$ cat config.mk
export PLATFORM = sky130hd
export DESIGN_NAME = m_decode_pipe_flat
export DESIGN_NICKNAME = d
export VERILOG_FILES = /design/src/rtl/m_decode_pipe_if.sv /design/src/rtl/m_decode_pipe.sv /design/src/flat_wrapper.sv
export SDC_FILE = /design/constraint.sdc
export NUM_CORES = 1
export LEC_CHECK = 0
export ABC_AREA = 1
export CORE_ASPECT_RATIO = 1.4
export CORE_UTILIZATION = 47
export DETAILED_ROUTE_END_ITERATION = 10
export GPL_ROUTABILITY_DRIVEN = 0
export PLACE_DENSITY = 0.85
export SLEW_MARGIN = 5
export SYNTH_ARGS = -nofsm -noshare
export SYNTH_HDL_FRONTEND = slang
export SYNTH_SLANG_ARGS = --single-unit
$ cat constraint.sdc
create_clock -name w_clk -period 6.4 [get_ports w_clk]
set_clock_uncertainty 0.05 [all_clocks]
set_input_delay 1.28 -clock w_clk [delete_from_list [all_inputs] [get_ports w_clk]]
set_output_delay 1.28 -clock w_clk [all_outputs]
set_load 0.01 [all_outputs]
$ cat src/rtl/m_decode_pipe_if.sv
// Handshake and decoded-bundle signals between an instruction source, the
// decode stage and its consumer.
interface m_decode_pipe_if #(
    parameter int DATA_W = 32,
    parameter int CNT_W  = 16
);
    logic              w_flush;
    logic              w_in_valid;
    logic              w_in_ready;
    logic [31:0]       w_ir;
    logic              w_out_valid;
    logic              w_out_ready;
    logic [5:0]        w_op;
    logic [4:0]        w_rs;
    logic [4:0]        w_rt;
    logic [4:0]        w_rd;
    logic [4:0]        w_shamt;
    logic [5:0]        w_funct;
    logic [DATA_W-1:0] w_ext;
    logic [25:0]       w_jtgt;
    logic [1:0]        w_fmt;
    logic              w_illegal;
    logic [CNT_W-1:0]  w_count;

    modport master (
        output w_flush, w_in_valid, w_ir, w_out_ready,
        input  w_in_ready, w_out_valid, w_op, w_rs, w_rt, w_rd, w_shamt,
               w_funct, w_ext, w_jtgt, w_fmt, w_illegal, w_count
    );

    modport slave (
        input  w_flush, w_in_valid, w_ir, w_out_ready,
        output w_in_ready, w_out_valid, w_op, w_rs, w_rt, w_rd, w_shamt,
               w_funct, w_ext, w_jtgt, w_fmt, w_illegal, w_count
    );
endinterface

$ cat src/rtl/m_decode_pipe.sv
// Single-register MIPS-style decode stage: splits the instruction word into
// fields, classifies the format and extends the immediate, with valid/ready flow.
module m_decode_pipe #(
    parameter int DATA_W = 32,
    parameter int CNT_W  = 16
) (
    input  logic          w_clk,
    input  logic          w_rst,
    m_decode_pipe_if.slave bus
);
    localparam logic [1:0] FMT_R   = 2'b00;
    localparam logic [1:0] FMT_I   = 2'b01;
    localparam logic [1:0] FMT_J   = 2'b10;
    localparam logic [1:0] FMT_ILL = 2'b11;

    logic              r_valid;
    logic [31:0]       r_ir;
    logic [1:0]        r_fmt;
    logic [DATA_W-1:0] r_ext;
    logic              r_illegal;
    logic [CNT_W-1:0]  r_count;

    logic [5:0]        ir_op;
    logic [1:0]        nxt_fmt;
    logic [DATA_W-1:0] nxt_ext;
    logic              accept;

    assign ir_op = bus.w_ir[31:26];

    // Ready is also held low while reset is asserted so nothing is taken early.
    assign bus.w_in_ready = (!r_valid || bus.w_out_ready) && !bus.w_flush && !w_rst;
    assign accept         = bus.w_in_valid && bus.w_in_ready;

    always_comb begin
        nxt_fmt = FMT_ILL;
        case (ir_op)
            6'h00:        nxt_fmt = FMT_R;
            6'h02, 6'h03: nxt_fmt = FMT_J;
            6'h04, 6'h05, 6'h08, 6'h09, 6'h0a,
            6'h0c, 6'h0d, 6'h0f, 6'h23, 6'h2b:
                          nxt_fmt = FMT_I;
            default:      nxt_fmt = FMT_ILL;
        endcase
    end

    // Logical immediates zero-extend; lui places imm in the upper half first.
    always_comb begin
        nxt_ext = DATA_W'($signed(bus.w_ir[15:0]));
        case (ir_op)
            6'h0c, 6'h0d: nxt_ext = DATA_W'(bus.w_ir[15:0]);
            6'h0f:        nxt_ext = DATA_W'($signed({bus.w_ir[15:0], 16'h0000}));
            default:      nxt_ext = DATA_W'($signed(bus.w_ir[15:0]));
        endcase
    end

    always_ff @(posedge w_clk or posedge w_rst) begin
        if (w_rst) begin
            r_valid   <= 1'b0;
            r_ir      <= '0;
            r_fmt     <= '0;
            r_ext     <= '0;
            r_illegal <= 1'b0;
            r_count   <= '0;
        end else begin
            if (bus.w_flush) begin
                r_valid <= 1'b0;
            end else if (accept) begin
                r_valid <= 1'b1;
                r_ir    <= bus.w_ir;
                r_fmt   <= nxt_fmt;
                r_ext   <= nxt_ext;
                r_count <= r_count + CNT_W'(1);
                if (nxt_fmt == FMT_ILL) begin
                    r_illegal <= 1'b1;
                end
            end else if (bus.w_out_ready) begin
                r_valid <= 1'b0;
            end
        end
    end

    assign bus.w_out_valid = r_valid;
    assign bus.w_op        = r_ir[31:26];
    assign bus.w_rs        = r_ir[25:21];
    assign bus.w_rt        = r_ir[20:16];
    assign bus.w_rd        = r_ir[15:11];
    assign bus.w_shamt     = r_ir[10:6];
    assign bus.w_funct     = r_ir[5:0];
    assign bus.w_jtgt      = r_ir[25:0];
    assign bus.w_fmt       = r_fmt;
    assign bus.w_ext       = r_ext;
    assign bus.w_illegal   = r_illegal;
    assign bus.w_count     = r_count;
endmodule
$ cat src/flat_wrapper.sv
// flat-port wrapper written by rule: the top's interface ports become plain ports
module m_decode_pipe_flat 
#(
    parameter int DATA_W = 32,
    parameter int CNT_W  = 16
)
  (w_clk, w_rst, bus_w_flush, bus_w_in_valid, bus_w_ir, bus_w_out_ready, bus_w_in_ready, bus_w_out_valid, bus_w_op, bus_w_rs, bus_w_rt, bus_w_rd, bus_w_shamt, bus_w_funct, bus_w_ext, bus_w_jtgt, bus_w_fmt, bus_w_illegal, bus_w_count);
  m_decode_pipe_if #(.DATA_W(DATA_W), .CNT_W(CNT_W)) bus_i ();
  input  logic w_clk;
  input  logic w_rst;
  input wire logic [$bits(bus_i.w_flush)-1:0] bus_w_flush;
  input wire logic [$bits(bus_i.w_in_valid)-1:0] bus_w_in_valid;
  input wire logic [$bits(bus_i.w_ir)-1:0] bus_w_ir;
  input wire logic [$bits(bus_i.w_out_ready)-1:0] bus_w_out_ready;
  output wire logic [$bits(bus_i.w_in_ready)-1:0] bus_w_in_ready;
  output wire logic [$bits(bus_i.w_out_valid)-1:0] bus_w_out_valid;
  output wire logic [$bits(bus_i.w_op)-1:0] bus_w_op;
  output wire logic [$bits(bus_i.w_rs)-1:0] bus_w_rs;
  output wire logic [$bits(bus_i.w_rt)-1:0] bus_w_rt;
  output wire logic [$bits(bus_i.w_rd)-1:0] bus_w_rd;
  output wire logic [$bits(bus_i.w_shamt)-1:0] bus_w_shamt;
  output wire logic [$bits(bus_i.w_funct)-1:0] bus_w_funct;
  output wire logic [$bits(bus_i.w_ext)-1:0] bus_w_ext;
  output wire logic [$bits(bus_i.w_jtgt)-1:0] bus_w_jtgt;
  output wire logic [$bits(bus_i.w_fmt)-1:0] bus_w_fmt;
  output wire logic [$bits(bus_i.w_illegal)-1:0] bus_w_illegal;
  output wire logic [$bits(bus_i.w_count)-1:0] bus_w_count;
  assign bus_i.w_flush = bus_w_flush;
  assign bus_i.w_in_valid = bus_w_in_valid;
  assign bus_i.w_ir = bus_w_ir;
  assign bus_i.w_out_ready = bus_w_out_ready;
  assign bus_w_in_ready = bus_i.w_in_ready;
  assign bus_w_out_valid = bus_i.w_out_valid;
  assign bus_w_op = bus_i.w_op;
  assign bus_w_rs = bus_i.w_rs;
  assign bus_w_rt = bus_i.w_rt;
  assign bus_w_rd = bus_i.w_rd;
  assign bus_w_shamt = bus_i.w_shamt;
  assign bus_w_funct = bus_i.w_funct;
  assign bus_w_ext = bus_i.w_ext;
  assign bus_w_jtgt = bus_i.w_jtgt;
  assign bus_w_fmt = bus_i.w_fmt;
  assign bus_w_illegal = bus_i.w_illegal;
  assign bus_w_count = bus_i.w_count;
  m_decode_pipe #(.DATA_W(DATA_W), .CNT_W(CNT_W)) u_core (.w_clk(w_clk), .w_rst(w_rst), .bus(bus_i));
endmodule
; ---- Word-level counts from Yosys, hierarchy flattened
; Memory sizes are Yosys's and may differ from the RTL's.
; Cells that the tools add are included.
[totals]
output_inout_bits = 111
reg_bits = 84
n_memories = 1
romBits = 128
input_bits = 37
[classes]
reduce_logical = 11
bitwise = 1
n_eq_ne = 4
mux = 4
n_addsub = 1
[memory_table]
columns = name, words, word_bits, read_ports, rd_ports_with_merged_regs, wr, line
row1 = (name not given), 64, 2, 1, 0, 0, m_decode_pipe.sv:36  ; case (ir_op)
[op_table]
columns = operator, n
row1 = 32-bit case mux with 2 select lines, 1
row2 = "6-bit by 4-bit == test with 1-bit output, second input constant", 3
row3 = "16-bit by 1-bit adder with 16-bit output, second input constant", 1
row4 = 1-bit logical AND, 3
row5 = 1-bit logical NOT, 3
row6 = 1-bit two-way mux, 3
row7 = 3-bit AND reduction, 1
row8 = 3-bit nonzero test, 1
row9 = "2-bit == test, second input constant", 1
row10 = 2-bit AND reduction, 1
row11 = 2-bit OR reduction, 1
row12 = 1-bit logical OR, 1
row13 = 1-bit NOT, 1

; ---- Logic depth before layout (Yosys ltp)
[logic_depth]
depth_word = 7
ltp_mapped = 9

; ---- Worst setup path after synthesis
; No wires, ideal clock.
[synth_timing]
path_kind = input to output
from = input bus_w_out_ready
to = output bus_w_in_ready
arrival_time_ps = 1553
path_stages = 4
n_path_buf = 0
required_time_ps = 5070
path_slack_ps = 3517
cell_sequence = inv_1 > nand2_1 > nand2_1 > inv_1
[synth_via]
elab_chain_len = 3
[synth_rtl]
columns = element, line
row1 = "start, declared", flat_wrapper.sv:14  ; input wire logic [$bits(bus_i.w_out_ready)-1:0] bus_w_out_ready;
row2 = 1-bit logical OR, m_decode_pipe.sv:31  ; assign bus.w_in_ready = (!r_valid || bus.w_out_ready) && !bus.w_flush && !w_rst;
row3 = 1-bit logical AND (2 in series), m_decode_pipe.sv:31
row4 = "end, declared", flat_wrapper.sv:15  ; output wire logic [$bits(bus_i.w_in_ready)-1:0] bus_w_in_ready;
; Every way passes these cells.

; ---- Final worst setup path
[layout_timing]
from = input w_rst
to = output bus_w_in_ready
[layout_via]
elab_chain_len = 2
[layout_rtl]
columns = element, line
row1 = "start, declared", flat_wrapper.sv:10  ; input logic w_rst;
row2 = 1-bit logical NOT, m_decode_pipe.sv:31
row3 = 1-bit logical AND, m_decode_pipe.sv:31
; Every way passes these cells.

==> impl_results.md <==
- Critical path peak fanout: 2
- Max-capacitance violation count: 0
- Data required, critical path: roughly 5100 ps
- Cell count after placement: approximately 630
- Post-synthesis average cell area: between 9 and 10 um2
- Largest net degree at the start of global routing: 85
- Leakage: roughly 2.5 nW
- Vias per cell: around 4.9
- Total negative slack for setup checks: 0 ps
- Worst setup endpoint: bus_w_in_ready
- Die Wd: 78.5 um
- Clock H-tree levels: 3
- Maximum VDD drop: around 0.00021 V
- Compound-gate portion of the synthesized area: approximately 4.7%
- Number of vias in the routed layout: approximately 3200
- DIE HEIGHT: 109 um
- Clock tree root driver cell: sky130_fd_sc_hd__clkbuf_8
- Number of global-route vias before repair: ~3200
- Post-cts hold buffer count: 0
- Maximum buffer depth of the clock tree: 2
- TritonCTS clock tree: done
- Core outline area: just under 8000 um2
- Aggregate global routing overflow: 0
- Area of combinational cells with multiple inputs: 1340 um2
- DRT antenna net count: 0
- Uppermost routed layer: met4
- Wire length on met3: 473 um
- Total design power: approximately 1.5 mW
- Worst-case reg-to-reg path depth: 6
- F_max: 0.257 GHz
- Detail-routed net length per standard cell: 14.0 um
- Critical register-to-register path endpoint: u_core.bus.w_count[3]$_DFFE_PP0P_
- Ratio of cells with drive above 1 in the final layout: 9.82%
- Post-Synthesis Net Count: 465
- Number of antenna diodes: 0
- Layout-stage area growth over the synthesis result: 38.6%
- Endpoints failing hold: 0
- Setup crit start: w_rst
- Slew Limit Fails: 0
- Worst min-delay path startpoint: u_core.bus.w_ext[15]$_DFFE_PP0P_
- Classification of the worst-slack hold path: reg -> reg
- Power density normalized to cell area: 286 nW/um2
- Routed met2 length: slightly below 5000 um
- Post-route design area: 5340 um2
- Synthesized netlist cell count: approximately 430
- Data arrival time of the critical path: approximately 2600 ps
- Wire length of the first global-routing pass: ~15000 um
- Global-route usage over all layers: 22.5%
- Headroom to the max-slew limit: between 30% and 40%
- First DRT Iteration DRCs: between 200 and 250
- Count of filler cells inserted in the layout: around 660
- Classification of the worst setup path: in -> out
- Count of boundary I/O pins: 148
- Clock slew at reported path FFs: 70 ps
- 1st-pass router iterations: 4
- Final min period: ~3900 ps
- Portion of the post-synthesis area used by sequential elements: between 50 and 60%
- Cell depth of the worst hold path: 2
- Met1 routed wirelength after detailed routing: ~3600 um
- Die area: between 8000 and 9000 um2
- Launching element type of the critical path: input port
- Share of synthesized cell area in full adder, half adder and majority cells: less than 1%
- Portion of netlist area occupied by mux cells: 0%
- Sink Count: 84
- Run status: finished clean
- Antenna violations before repair: 0
- Total routed wirelength: about 9000 um
- Quantity of gates resized following cts: 0
- PortBufs: about 150
- Xor and xnor area share after synthesis: around 1.8%
- Main combinational cell family by area after synthesis: simple AND/OR/NAND/NOR gates
- Distinct cell type count of the synthesized netlist: 26
- HPWL after detailed placement: around 6500 um
- Sequential cell area in the final layout: roughly 2100 um2
- Synth Warn #: 0
- Unrepaired setup endpoints after global routing: false
- Reg-to-reg critical path startpoint: u_core.bus.w_out_valid$_DFFE_PP0P_
- Actual slew at the worst max-slew pin: approximately 1000 ps
- CTS Buf Count: 9
- Dpl cell area: slightly above 5000 um2
- Standard-cell row count: 38
- Part of the cycle the worst path needs: about three fifths
- Setup bufs post-CTS: 0
- Final number of setup-violating endpoints: 0
- DRC viols: 0
- Cell area after technology mapping: ~3800 um2
- Register-to-register setup slack: between 4000 and 5000 ps
- Post-synthesis simple-gate area fraction: 27.9%
- Worst-skew pair later-pin latency: between 300 and 400 ps
- Hold slack: between 400 and 500 ps
- Initial core utilization: 49.1%
- Endpoint kind of the worst setup timing path: primary output
- Cell Count, Final, Fillers Out: 650
- Total number of nets in the final design: 583
- Number of synthesized register bits: 84
## Yosys cell counts
master / n / area [um2]
sky130_fd_sc_hd__nor3_1: 2 / 10.0
sky130_fd_sc_hd__nand2_1: 160 / 601
sky130_fd_sc_hd__buf_8: 1 / 15.0
sky130_fd_sc_hd__clkbuf_1: 3 / 11.3
sky130_fd_sc_hd__nand3_4: 1 / 17.5
sky130_fd_sc_hd__inv_1: 18 / 67.6
sky130_fd_sc_hd__nor3_4: 1 / 16.3
sky130_fd_sc_hd__nand4_1: 1 / 6.26
sky130_fd_sc_hd__nor2_2: 1 / 6.26
sky130_fd_sc_hd__ha_1: 1 / 12.5
sky130_fd_sc_hd__buf_2: 5 / 25.0
sky130_fd_sc_hd__nand3b_1: 4 / 30.0
sky130_fd_sc_hd__o21ai_2: 15 / 131
sky130_fd_sc_hd__buf_4: 31 / 233
sky130_fd_sc_hd__nor2_4: 1 / 11.3
sky130_fd_sc_hd__xor2_1: 5 / 43.8
sky130_fd_sc_hd__o21ai_0: 10 / 50.1
sky130_fd_sc_hd__buf_12: 1 / 20.0
sky130_fd_sc_hd__dfrtp_1: 84 / 2100
sky130_fd_sc_hd__nand2_2: 16 / 100
sky130_fd_sc_hd__nand3_2: 1 / 10.0
sky130_fd_sc_hd__inv_2: 1 / 3.75
sky130_fd_sc_hd__nor2_1: 19 / 71.3
sky130_fd_sc_hd__xnor2_1: 3 / 26.3
sky130_fd_sc_hd__nand3_1: 39 / 195
sky130_fd_sc_hd__buf_6: 3 / 33.8
## layer usage
layer,vias up,track usage (%)
met5,-,0
met4,0,10.7
met3,17,3.85
met2,115,39.3
met1,1492,26.8
li1,1545,-
## power by group
| group | leakage (nW) | internal (mW) | switching [mW] | total (mW) |
|---|---|---|---|---|
| combinational | 1.36 | 0.267 | 0.197 | 0.464 |
| clock | 0.0979 | 0.203 | 0.172 | 0.375 |
| sequential | 1.05 | 0.619 | 0.0687 | 0.688 |
| total | 2.50 | 1.09 | 0.438 | 1.53 |
## cell usage in the layout (no fill, tap or decap)
cell,Yosys,routed
sky130_fd_sc_hd__nor3_1,2,2
sky130_fd_sc_hd__nand3_2,1,1
sky130_fd_sc_hd__inv_2,1,1
sky130_fd_sc_hd__nor3_4,1,1
sky130_fd_sc_hd__clkbuf_8,0,11
sky130_fd_sc_hd__nor2_4,1,1
sky130_fd_sc_hd__nor2_2,1,1
sky130_fd_sc_hd__o21ai_0,10,10
sky130_fd_sc_hd__clkbuf_1,3,4
sky130_fd_sc_hd__nand3b_1,4,4
sky130_fd_sc_hd__buf_4,31,4
sky130_fd_sc_hd__nand3_1,39,39
sky130_fd_sc_hd__xor2_1,5,5
sky130_fd_sc_hd__inv_1,18,17
sky130_fd_sc_hd__clkdlybuf4s50_1,0,147
sky130_fd_sc_hd__xnor2_1,3,3
sky130_fd_sc_hd__ha_1,1,1
sky130_fd_sc_hd__bufinv_16,0,1
sky130_fd_sc_hd__clkinv_2,0,1
sky130_fd_sc_hd__o21ai_2,15,15
sky130_fd_sc_hd__dfrtp_1,84,84
sky130_fd_sc_hd__nor2_1,19,19
sky130_fd_sc_hd__nand3_4,1,1
sky130_fd_sc_hd__nand2_2,16,16
sky130_fd_sc_hd__nand4_1,1,1
sky130_fd_sc_hd__nand2_1,160,160
## cells by family after synthesis
family          after synthesis
simple gates                246
flops                        84
buf+inv                      63
compound gates               25
xor+xnor                      8
fa+ha+maj                     1
## how the worst min path moves through the flow
stage,endpoint,slack [ps]
finish,u_core.bus.w_ext[15]$_DFFE_PP0P_,440
global route,u_core.bus.w_ext[14]$_DFFE_PP0P_,460
CTS,u_core.bus.w_ext[5]$_DFFE_PP0P_,440
detailed placement,u_core.bus.w_illegal$_DFFE_PP0P_,410
global placement,u_core.bus.w_illegal$_DFFE_PP0P_,400
floorplan,u_core.bus.w_illegal$_DFFE_PP0P_,450
## metrics by stage
stage,util [%],setup WS (ps)
after floorplan,-,2900
after global placement,65.5,2550
after detailed placement,65.5,2520
after CTS,68.0,2510
after global routing,68.0,2450
final,68.0,2510
## layout make-up
| class | instances | area share [%] |
|---|---|---|
| well taps | 100 | 2.34 |
| repair buffers | 151 | 28.1 |
| flip-flops and latches | 84 | 39.4 |
| clock buffers | 15 | 3.12 |
| multi-input cells | 280 | 25.1 |
| inverters | 19 | 1.36 |
| clock inverters | 1 | 0.563 |
## flip-flops by register name, indices dropped and copies added (netlist names)
| register | count |
|---|---|
| u_core.bus.w_count | 16 |
| u_core.bus.w_ext | 32 |
| u_core.bus.w_illegal | 1 |
| u_core.bus.w_fmt | 2 |
| u_core.bus.w_out_valid | 1 |
| u_core.r_ir | 32 |
## worst max-delay path, stage by stage
cell and delay [ps]:
sky130_fd_sc_hd__clkdlybuf4s50_1 480, sky130_fd_sc_hd__nor2_4 150, sky130_fd_sc_hd__nand2_1 60, sky130_fd_sc_hd__inv_1 50, sky130_fd_sc_hd__clkdlybuf4s50_1 530
Note: power is estimated with default switching activity, not from simulation.
